===== src/rtl/pdm_pkg.sv =====
// Shared constants and width helper for the PDM microphone receiver.
package pdm_pkg;

  localparam int unsigned CIC_ORDER = 3;
  localparam int unsigned OUT_W     = 16;
  localparam int unsigned DC_SHIFT  = 8;
  localparam int unsigned DC_W      = 24;

  localparam int OUT_MAX = (1 << (OUT_W - 1)) - 1;
  localparam int OUT_MIN = -OUT_MAX - 1;

  // CIC accumulator width: order * log2(R) bits of growth plus sign and guard bit.
  function automatic int unsigned cic_width(input int unsigned decim_log2);
    return CIC_ORDER * decim_log2 + 2;
  endfunction

endpackage


===== src/rtl/cic_decimator.sv =====
// Third-order CIC decimator: integrators at bit rate, combs at sample rate,
// then scaling to 16 bits with saturation. The first two outputs are dropped.
module cic_decimator import pdm_pkg::*; #(
  parameter int unsigned DECIM_LOG2 = 6
) (
  input  logic                    clk,
  input  logic                    rst,
  input  logic                    in_valid,
  input  logic                    in_bit,
  output logic signed [OUT_W-1:0] pcm_c,
  output logic                    pcm_valid
);

  localparam int unsigned W     = cic_width(DECIM_LOG2);
  localparam int unsigned SCALE = CIC_ORDER * DECIM_LOG2;
  localparam int unsigned SHR   = (SCALE >= OUT_W - 1) ? SCALE - (OUT_W - 1) : 0;
  localparam int unsigned SHL   = (SCALE <  OUT_W - 1) ? (OUT_W - 1) - SCALE : 0;
  localparam int unsigned XW    = W + SHL;

  typedef logic signed [W-1:0] acc_t;

  acc_t i1_q, i1_d, i2_q, i2_d, i3_q, i3_d;
  acc_t d1_q, d1_d, d2_q, d2_d, d3_q, d3_d;
  acc_t y_q, y_d;
  acc_t x_c, c1_c, c2_c, c3_c;
  logic [DECIM_LOG2-1:0] cnt_q, cnt_d;
  logic                  dec_q, dec_d;
  logic [1:0]            fill_q, fill_d;
  logic                  pcm_valid_q, pcm_valid_d;
  logic signed [XW-1:0]  scaled_c;

  // Integrators (wrap-around) and decimation counter, advanced once per PDM bit.
  always_comb begin
    i1_d  = i1_q;
    i2_d  = i2_q;
    i3_d  = i3_q;
    cnt_d = cnt_q;
    dec_d = 1'b0;
    x_c   = in_bit ? acc_t'(1) : acc_t'(-1);
    if (in_valid) begin
      i1_d  = i1_q + x_c;
      i2_d  = i2_q + i1_d;
      i3_d  = i3_q + i2_d;
      cnt_d = cnt_q + DECIM_LOG2'(1);
      dec_d = &cnt_q;
    end
  end

  // Combs run one cycle after the R-th bit; outputs gated until the pipeline has filled.
  always_comb begin
    d1_d        = d1_q;
    d2_d        = d2_q;
    d3_d        = d3_q;
    y_d         = y_q;
    fill_d      = fill_q;
    pcm_valid_d = 1'b0;
    c1_c        = i3_q - d1_q;
    c2_c        = c1_c - d2_q;
    c3_c        = c2_c - d3_q;
    if (dec_q) begin
      d1_d = i3_q;
      d2_d = c1_c;
      d3_d = c2_c;
      y_d  = c3_c;
      if (fill_q == 2'd2) begin
        pcm_valid_d = 1'b1;
      end else begin
        fill_d = fill_q + 2'd1;
      end
    end
  end

  // Scale the decimated value to 16-bit full scale and clamp.
  always_comb begin
    scaled_c = (XW'(y_q) <<< SHL) >>> SHR;
    if (scaled_c > XW'(OUT_MAX)) begin
      pcm_c = OUT_W'(OUT_MAX);
    end else if (scaled_c < XW'(OUT_MIN)) begin
      pcm_c = OUT_W'(OUT_MIN);
    end else begin
      pcm_c = scaled_c[OUT_W-1:0];
    end
  end

  // State registers with synchronous reset.
  always_ff @(posedge clk) begin
    if (rst) begin
      i1_q        <= '0;
      i2_q        <= '0;
      i3_q        <= '0;
      d1_q        <= '0;
      d2_q        <= '0;
      d3_q        <= '0;
      y_q         <= '0;
      cnt_q       <= '0;
      dec_q       <= 1'b0;
      fill_q      <= '0;
      pcm_valid_q <= 1'b0;
    end else begin
      i1_q        <= i1_d;
      i2_q        <= i2_d;
      i3_q        <= i3_d;
      d1_q        <= d1_d;
      d2_q        <= d2_d;
      d3_q        <= d3_d;
      y_q         <= y_d;
      cnt_q       <= cnt_d;
      dec_q       <= dec_d;
      fill_q      <= fill_d;
      pcm_valid_q <= pcm_valid_d;
    end
  end

  assign pcm_valid = pcm_valid_q;

endmodule


===== src/rtl/pdm_mic_rx.sv =====
// PDM microphone receiver: mic clock generation, input synchronizer, CIC
// decimation and a valid/ready output register with sticky overrun.
// Optional DC blocker enabled by defining PDM_DC_BLOCK_EN.
module pdm_mic_rx import pdm_pkg::*; #(
  parameter int unsigned CLK_DIV    = 40,
  parameter int unsigned DECIM_LOG2 = 6
) (
  input  logic                    clk,
  input  logic                    rst,
  output logic                    mic_clk,
  input  logic                    mic_data,
  output logic signed [OUT_W-1:0] sample,
  output logic                    sample_valid,
  input  logic                    sample_ready,
  output logic                    overrun
);

  localparam int unsigned HALF = CLK_DIV / 2;
  localparam int unsigned DW   = (HALF > 1) ? $clog2(HALF) : 1;

  logic [DW-1:0]           div_q, div_d;
  logic                    mic_clk_q, mic_clk_d;
  logic [1:0]              sync_q, sync_d;
  logic                    tick_c, cap_c;
  logic signed [OUT_W-1:0] pcm_c;
  logic                    pcm_valid;
  logic                    load_c;
  logic signed [OUT_W-1:0] load_val_c;
  logic signed [OUT_W-1:0] sample_q, sample_d;
  logic                    sample_valid_q, sample_valid_d;
  logic                    overrun_q, overrun_d;

  // Half-period divider toggles mic_clk; a bit is captured on each falling transition.
  always_comb begin
    tick_c    = (div_q == DW'(HALF - 1));
    div_d     = tick_c ? '0 : div_q + DW'(1);
    mic_clk_d = mic_clk_q ^ tick_c;
    cap_c     = tick_c & mic_clk_q;
    sync_d    = {sync_q[0], mic_data};
  end

  cic_decimator #(
    .DECIM_LOG2 (DECIM_LOG2)
  ) u_cic (
    .clk       (clk),
    .rst       (rst),
    .in_valid  (cap_c),
    .in_bit    (sync_q[1]),
    .pcm_c     (pcm_c),
    .pcm_valid (pcm_valid)
  );

`ifdef PDM_DC_BLOCK_EN
  logic signed [DC_W-1:0] dc_x_c, dc_xp_q, dc_xp_d, dc_z_q, dc_z_d;
  logic                   dc_valid_q, dc_valid_d;

  // First-order DC blocker between the CIC and the output register.
  always_comb begin
    dc_x_c     = DC_W'(pcm_c);
    dc_xp_d    = dc_xp_q;
    dc_z_d     = dc_z_q;
    dc_valid_d = pcm_valid;
    if (pcm_valid) begin
      dc_xp_d = dc_x_c;
      dc_z_d  = dc_x_c - dc_xp_q + dc_z_q - (dc_z_q >>> DC_SHIFT);
    end
    load_c = dc_valid_q;
    if (dc_z_q > DC_W'(OUT_MAX)) begin
      load_val_c = OUT_W'(OUT_MAX);
    end else if (dc_z_q < DC_W'(OUT_MIN)) begin
      load_val_c = OUT_W'(OUT_MIN);
    end else begin
      load_val_c = dc_z_q[OUT_W-1:0];
    end
  end

  // DC blocker state.
  always_ff @(posedge clk) begin
    if (rst) begin
      dc_xp_q    <= '0;
      dc_z_q     <= '0;
      dc_valid_q <= 1'b0;
    end else begin
      dc_xp_q    <= dc_xp_d;
      dc_z_q     <= dc_z_d;
      dc_valid_q <= dc_valid_d;
    end
  end
`else
  // CIC output feeds the output register directly.
  always_comb begin
    load_c     = pcm_valid;
    load_val_c = pcm_c;
  end
`endif

  // Output handshake: a new sample always loads; dropping an unconsumed one sets overrun.
  always_comb begin
    sample_d       = sample_q;
    sample_valid_d = sample_valid_q;
    overrun_d      = overrun_q;
    if (sample_valid_q && sample_ready) begin
      sample_valid_d = 1'b0;
    end
    if (load_c) begin
      sample_d       = load_val_c;
      sample_valid_d = 1'b1;
      if (sample_valid_q && !sample_ready) begin
        overrun_d = 1'b1;
      end
    end
  end

  // Registers with synchronous reset.
  always_ff @(posedge clk) begin
    if (rst) begin
      div_q          <= '0;
      mic_clk_q      <= 1'b0;
      sync_q         <= '0;
      sample_q       <= '0;
      sample_valid_q <= 1'b0;
      overrun_q      <= 1'b0;
    end else begin
      div_q          <= div_d;
      mic_clk_q      <= mic_clk_d;
      sync_q         <= sync_d;
      sample_q       <= sample_d;
      sample_valid_q <= sample_valid_d;
      overrun_q      <= overrun_d;
    end
  end

  assign mic_clk      = mic_clk_q;
  assign sample       = sample_q;
  assign sample_valid = sample_valid_q;
  assign overrun      = overrun_q;

endmodule

===== config.mk =====
export PLATFORM = sky130hd
export DESIGN_NAME = pdm_mic_rx
export DESIGN_NICKNAME = d
export VERILOG_FILES = /design/src/rtl/pdm_pkg.sv /design/src/rtl/cic_decimator.sv /design/src/rtl/pdm_mic_rx.sv
export SDC_FILE = /design/constraint.sdc
export NUM_CORES = 1
export LEC_CHECK = 0
export CAP_MARGIN = 20
export CORE_UTILIZATION = 35
export DETAILED_ROUTE_END_ITERATION = 10
export GPL_TIMING_DRIVEN = 0
export SYNTH_ARGS = -nofsm -noshare
export SYNTH_HDL_FRONTEND = slang
export SYNTH_SLANG_ARGS = --single-unit

===== constraint.sdc =====
create_clock -name clk -period 6.7 [get_ports clk]
set_input_delay 1.005 -clock clk [delete_from_list [all_inputs] [get_ports clk]]
set_output_delay 1.005 -clock clk [all_outputs]
set_load 0.01 [all_outputs]

== Word-level counts from Yosys, hierarchy flattened ==
Index checks and enable logic that the tools add are counted.
Widths: inputs -> output; s select.

* Logic and storage cells: 51
* Register bits: 176
* Output and inout bits: 19
* Input bits: 4

* Multiplexer cells: 6
* Order comparisons: 2
* Bitwise logic cells: 5
* $add $sub $neg: 9
* Equality and inequality tests: 2
* Reduce and logical (&&, ||, !) cells: 10

{| class="wikitable"
|+ Operators by type and width
! kind !! number
|-
| $add 20x20->20 || 3
|-
| $sub 20x20->20 || 3
|-
| $mux 16 || 2
|-
| $mux 20 || 1
|-
| $gt 17x16->1 const B || 1
|-
| $lt 17x16->1 const B || 1
|-
| $add 6x1->6 const B || 1
|-
| $reduce_and 6->1 || 1
|-
| $reduce_or 2->1 || 3
|-
| $add 5x1->5 const B || 1
|-
| $eq 5x5->1 const B || 1
|-
| $reduce_and 2->1 || 2
|-
| $mux 1 || 3
|-
| $not 1->1 || 3
|-
| $add 2x1->2 const B || 1
|-
| $eq 2x2->1 const B || 1
|-
| $logic_and 1x1->1 || 2
|-
| $reduce_bool 2->1 || 1
|-
| $and 1x1->1 || 1
|-
| $logic_not 1->1 || 1
|-
| $xor 1x1->1 || 1
|}

== Depth between registers and ports, before layout ==
* Depth after elaboration: 4
* Depth in mapped cells: 28
* Mapped depth without buffers: 28

== By module ==
From an unflattened synthesis, not the netlist that was laid out.

* Cells, all modules: 1,331
* Area, all modules: 11,397.2 um^2

{| class="wikitable"
|+ By module, submodules not included
! module !! times used !! area an instance (um^2) !! cells an instance !! sequential area each (um^2)
|-
| cic_decimator || 1 || 10,441.3 || 1,242 || 2,942.8
|-
| pdm_mic_rx || 1 || 955.9 || 89 || 520.5
|}

== Least setup slack after synthesis ==
Ideal clock, no wire load.

* Kind: register -> register
* From: register u_cic.i3_q[0]
* To: register u_cic.y_q[19]
* Arrival: 5.181 ns
* Stages on the path, launching flop included: 26
* Slack: 1.436 ns
* Clock period less this slack: 5.264 ns
* Data required time: 6.618 ns
* Buffers on the path: 0
* Setup time: 0.082 ns
* Path through: dfxtp_1 inv_1 ha_1 inv_1 fa_1 a21o_1 a21oi_1 nor2b_1 o41ai_1 o31ai_1 o21a_1 nor2_1 xnor2_1 ha_1 and3_1 a221o_1 a31oi_1 o21bai_1 xor2_1 ha_1 or4_1 o221ai_1 o2111ai_1 xor2_1 nand2b_1 o221ai_1

* Longest elaborated chain between the ends: 3

{| class="wikitable"
|+ RTL lines
! element !! line !! source
|-
| start: declaration || cic_decimator.sv:22 || <nowiki>acc_t i1_q, i1_d, i2_q, i2_d, i3_q, i3_d;</nowiki>
|-
| start signal: assignment || cic_decimator.sv:102 || <nowiki>i3_q <= i3_d;</nowiki>
|-
| $sub 20x20->20 || cic_decimator.sv:57 || <nowiki>c1_c = i3_q - d1_q;</nowiki>
|-
| net u_cic.c1_c[12] || cic_decimator.sv:25 || <nowiki>acc_t x_c, c1_c, c2_c, c3_c;</nowiki>
|-
| $sub 20x20->20 || cic_decimator.sv:58 || <nowiki>c2_c = c1_c - d2_q;</nowiki>
|-
| net u_cic.c2_c[14] || cic_decimator.sv:25 ||
|-
| $sub 20x20->20 || cic_decimator.sv:59 || <nowiki>c3_c = c2_c - d3_q;</nowiki>
|-
| end signal: assignment || cic_decimator.sv:106 || <nowiki>y_q <= y_d;</nowiki>
|-
| end: declaration || cic_decimator.sv:24 || <nowiki>acc_t y_q, y_d;</nowiki>
|}

The timed path passes the listed nets, and every way through them passes these cells.
A chain may end at the register's enable or synchronous reset.

== Worst setup path in the final report ==
* From: register u_cic.i3_q[0]
* To: register u_cic.y_q[18]

The elaborated chain is that of the path after synthesis.

==> reports/qor.yml <==
power_leakage_nw: 4.917
io_pins: 23
track_usage_pct: 15.75
power_density_nw_per_um2: 166.2
switching_share_pct: 26.00
gp_congestion: 0.8483
num_vias: 9213
slew_violations: 0
htreeDepth: 4
yosysTopAreaCell: "dfxtp_1"
ir_drop_uv: 176.6
combPwrFrac_pct: 4.4
clock_power_share_pct: 47.0
slew-limit-headroom_pct: 24.19
cell_internal_pwr_mw: 1.569
worstPathRequired_ns: 7.07
clk_pin_slew_ns: 0.08
fillers: 3243
skew_ns: 0.01129
worstMarginPinSlew_ns: 1.137
final_hold_viol_count: 0
maxCapViolCount: 0
cp_data_arrival_time_ns: 6.52
pwr-share-seq_pct: 48.6
ys_top_cells_by_area: "dfxtp_1 30%, ha_1 13%, mux2i_1 11%"
finalCritPeriodShare_pct: 91.74
seq_area_frac_synth_pct: 30.36
cts_root_buffer: "clkbuf_16"
port_buffers: 22
grt_antenna_before_repair: 0
cp_max_fo: 6
async_flop_share_pct: 0
ys.flop_type: "dfxtp_1"
outcome: "complete, no violations"
synthTopCellsByCount: "221 x nor2_1, 173 x dfxtp_1, 122 x mux2i_1"
grt_pass1_wl_um: 42650
cts_sinks: 173
clockBufferDepth: 2
timing.final.crit_period_ns: 6.146
crit_path_end_kind: "flip-flop"
via_per_inst: 5.013
diodes: 0
worst_setup_path_start_kind: "flip-flop"
cts_tree: "done"
grt_setup_unrepaired: "false"
grt_max_degree: 21
grt.overflow.total: 0
dpl.hpwl_um: 19640
path_class: "flip-flop to flip-flop"
die-area_um2: 33320
firstDrtPassIters: 5
coreArea_um2: 31800
setup_viol: 0
die_width_um: 182.5
finalWirelength_um: 25220
fin_nets: 1518
holdWs_ns: 0.4480
synth_top_area_share_pct: 30.36
drc: 0
antenna_left: 0
drt_iter0_drc: 481
initial_core_util_pct: 35.88
drive_above_1_share_pct: 3.493
post_cts_buffers: 0
avgSynthCellArea_um2: 8.457
ys_ff_latch: 173
clk_latency_ns: 0.44
wire_per_inst_um: 13.72
yosys_warnings: 0
numCtsBuffers: 17
synthesis.nets: 1477
cts_resized: 0
ys_types: 66
die_h_um: 182.5
postSynthCellCount: 1349
syn_to_final_growth_pct: 11.82
p_switching_uw: 551.3
yosysMostFrequentCell: "nor2_1"
synthesis.area_um2: 11410
max_freq_ghz: 0.1627
cts_hold_buffers: 0
row_count: 65
grt_pass1_vias: 8809
tns_ns: 0
synth-edff-count: 0
min_path_type: "flip-flop to flip-flop"
worst max-delay path: stages, from the launching register on:
cell and delay [ns]:
dfxtp_1 0.35, inv_1 0.06, ha_1 0.15, inv_1 0.05, fa_1 0.42, a21o_1 0.18
a21oi_1 0.23, nor2b_1 0.11, o41ai_1 0.64, o31ai_1 0.26, o21a_1 0.22, nor2_1 0.10
xnor2_1 0.16, ha_1 0.33, and3_1 0.19, a221o_1 0.30, a31oi_1 0.27, o21bai_1 0.12
xor2_1 0.17, ha_1 0.22, or4_1 0.48, o221ai_1 0.36, o21bai_1 0.15, a21oi_1 0.19
xnor2_1 0.14, mux2i_1 0.09, nor2_1 0.13
power by group through the flow:
stage,logic (mW),clock network [mW],registers [mW]
3_3_place_gp,0.0922,0,1.05
5_1_grt,0.104,1.07,1.03
2_1_floorplan,0.0668,0,1.05
6_report,0.0935,0.996,1.03
4_1_cts,0.0935,1.02,1.03
3_5_place_dp,0.0931,0,1.06
stage by stage:
stage	area (um^2)	power, mW	utilization, %	setup slack (ns)	instances
2_1_floorplan	11410	1.121	-	1.436	1349
3_5_place_dp	12170	1.148	38.28	0.5806	1806
6_report	12760	2.120	40.12	0.5536	1838
5_1_grt	12760	2.202	40.12	0.08999	1838
3_3_place_gp	12170	1.147	38.28	0.6473	1806
4_1_cts	12760	2.142	40.12	0.5411	1838
registers in the layout, summed over array words and instances, names as in the netlist:
| signal | cells |
|---|---|
| u_cic.d1_q | 20 |
| u_cic.d2_q | 20 |
| u_cic.d3_q | 20 |
| u_cic.i1_q | 20 |
| u_cic.i2_q | 20 |
| u_cic.i3_q | 20 |
| u_cic.y_q | 17 |
| sample | 16 |
| u_cic.cnt_q | 6 |
| div_q | 5 |
| sync_q | 2 |
| u_cic.fill_q | 2 |
| mic_clk | 1 |
| overrun | 1 |
| sample_valid | 1 |
| u_cic.dec_q | 1 |
| u_cic.pcm_valid | 1 |
layout by cell type (no fill, tap or decap), types with 8 or more instances in the layout:
master,synthesis,routed
a211oi_1,11,11
a21o_1,35,35
a21oi_1,76,76
buf_1,11,11
clkbuf_1,36,36
clkbuf_16,0,17
clkdlybuf4s50_1,0,22
dfxtp_1,173,173
ha_1,119,119
inv_1,93,93
mux2i_1,122,122
nand2_1,55,55
nand2b_1,18,18
nand3_1,18,18
nor2_1,221,221
nor2b_1,22,22
nor3_1,19,19
o211ai_1,18,18
o21a_1,12,12
o21ai_0,55,55
o21bai_1,13,13
o31ai_1,8,8
xnor2_1,75,75
xor2_1,31,31
metal layers:
layer	routed length (um)	GRT usage, %	share of wire, %	up-vias
met3	863	3.193	3.4	25
met2	11160	25.69	44	106
met5	0	0	0	-
met4	307	3.966	1.2	0
li1	-	-	-	4780
met1	12890	21.09	51	4302
final timing paths:
kind                           endpoint                         from  depth (start not counted)  slack, ns
max          u_cic.y_q[18]$_SDFFE_PP0P_   u_cic.i3_q[0]$_SDFFE_PP0P_                         26       0.55
min              u_cic.dec_q$_SDFF_PP0_  u_cic.cnt_q[5]$_SDFFE_PP0P_                          2       0.45
max reg2reg  u_cic.y_q[18]$_SDFFE_PP0P_   u_cic.i3_q[0]$_SDFFE_PP0P_                         26       0.55
min reg2reg      u_cic.dec_q$_SDFF_PP0_  u_cic.cnt_q[5]$_SDFFE_PP0P_                          2       0.45
kinds of logic (layout without fill, tap and decap cells):
group	after synthesis	in the layout	synth area share [%]
AOI/OAI and AO/OA	288	288	16.63
xor gates and xnor gates	107	107	8.335
adders and majority gates	124	124	13.93
buffers and inverters	140	194	4.606
DFF	173	173	30.36
muxes	123	123	10.80
and+or+nand+nor	394	394	15.34
final cells by class:
class | instances | area, um^2 | area share (%)
Multi-Input combinational cell | 1036 | 7420 | 58.16
Tap cell | 435 | 544.3 | 4.266
Sequential cell | 173 | 3463 | 27.15
Inverter | 93 | 349.1 | 2.736
Clock inverter | 14 | 145.1 | 1.138
Buffer | 47 | 176.4 | 1.383
Clock buffer | 18 | 439.2 | 3.443
Timing Repair Buffer | 22 | 220.2 | 1.726
Note: power is estimated with default switching activity, not from simulation.
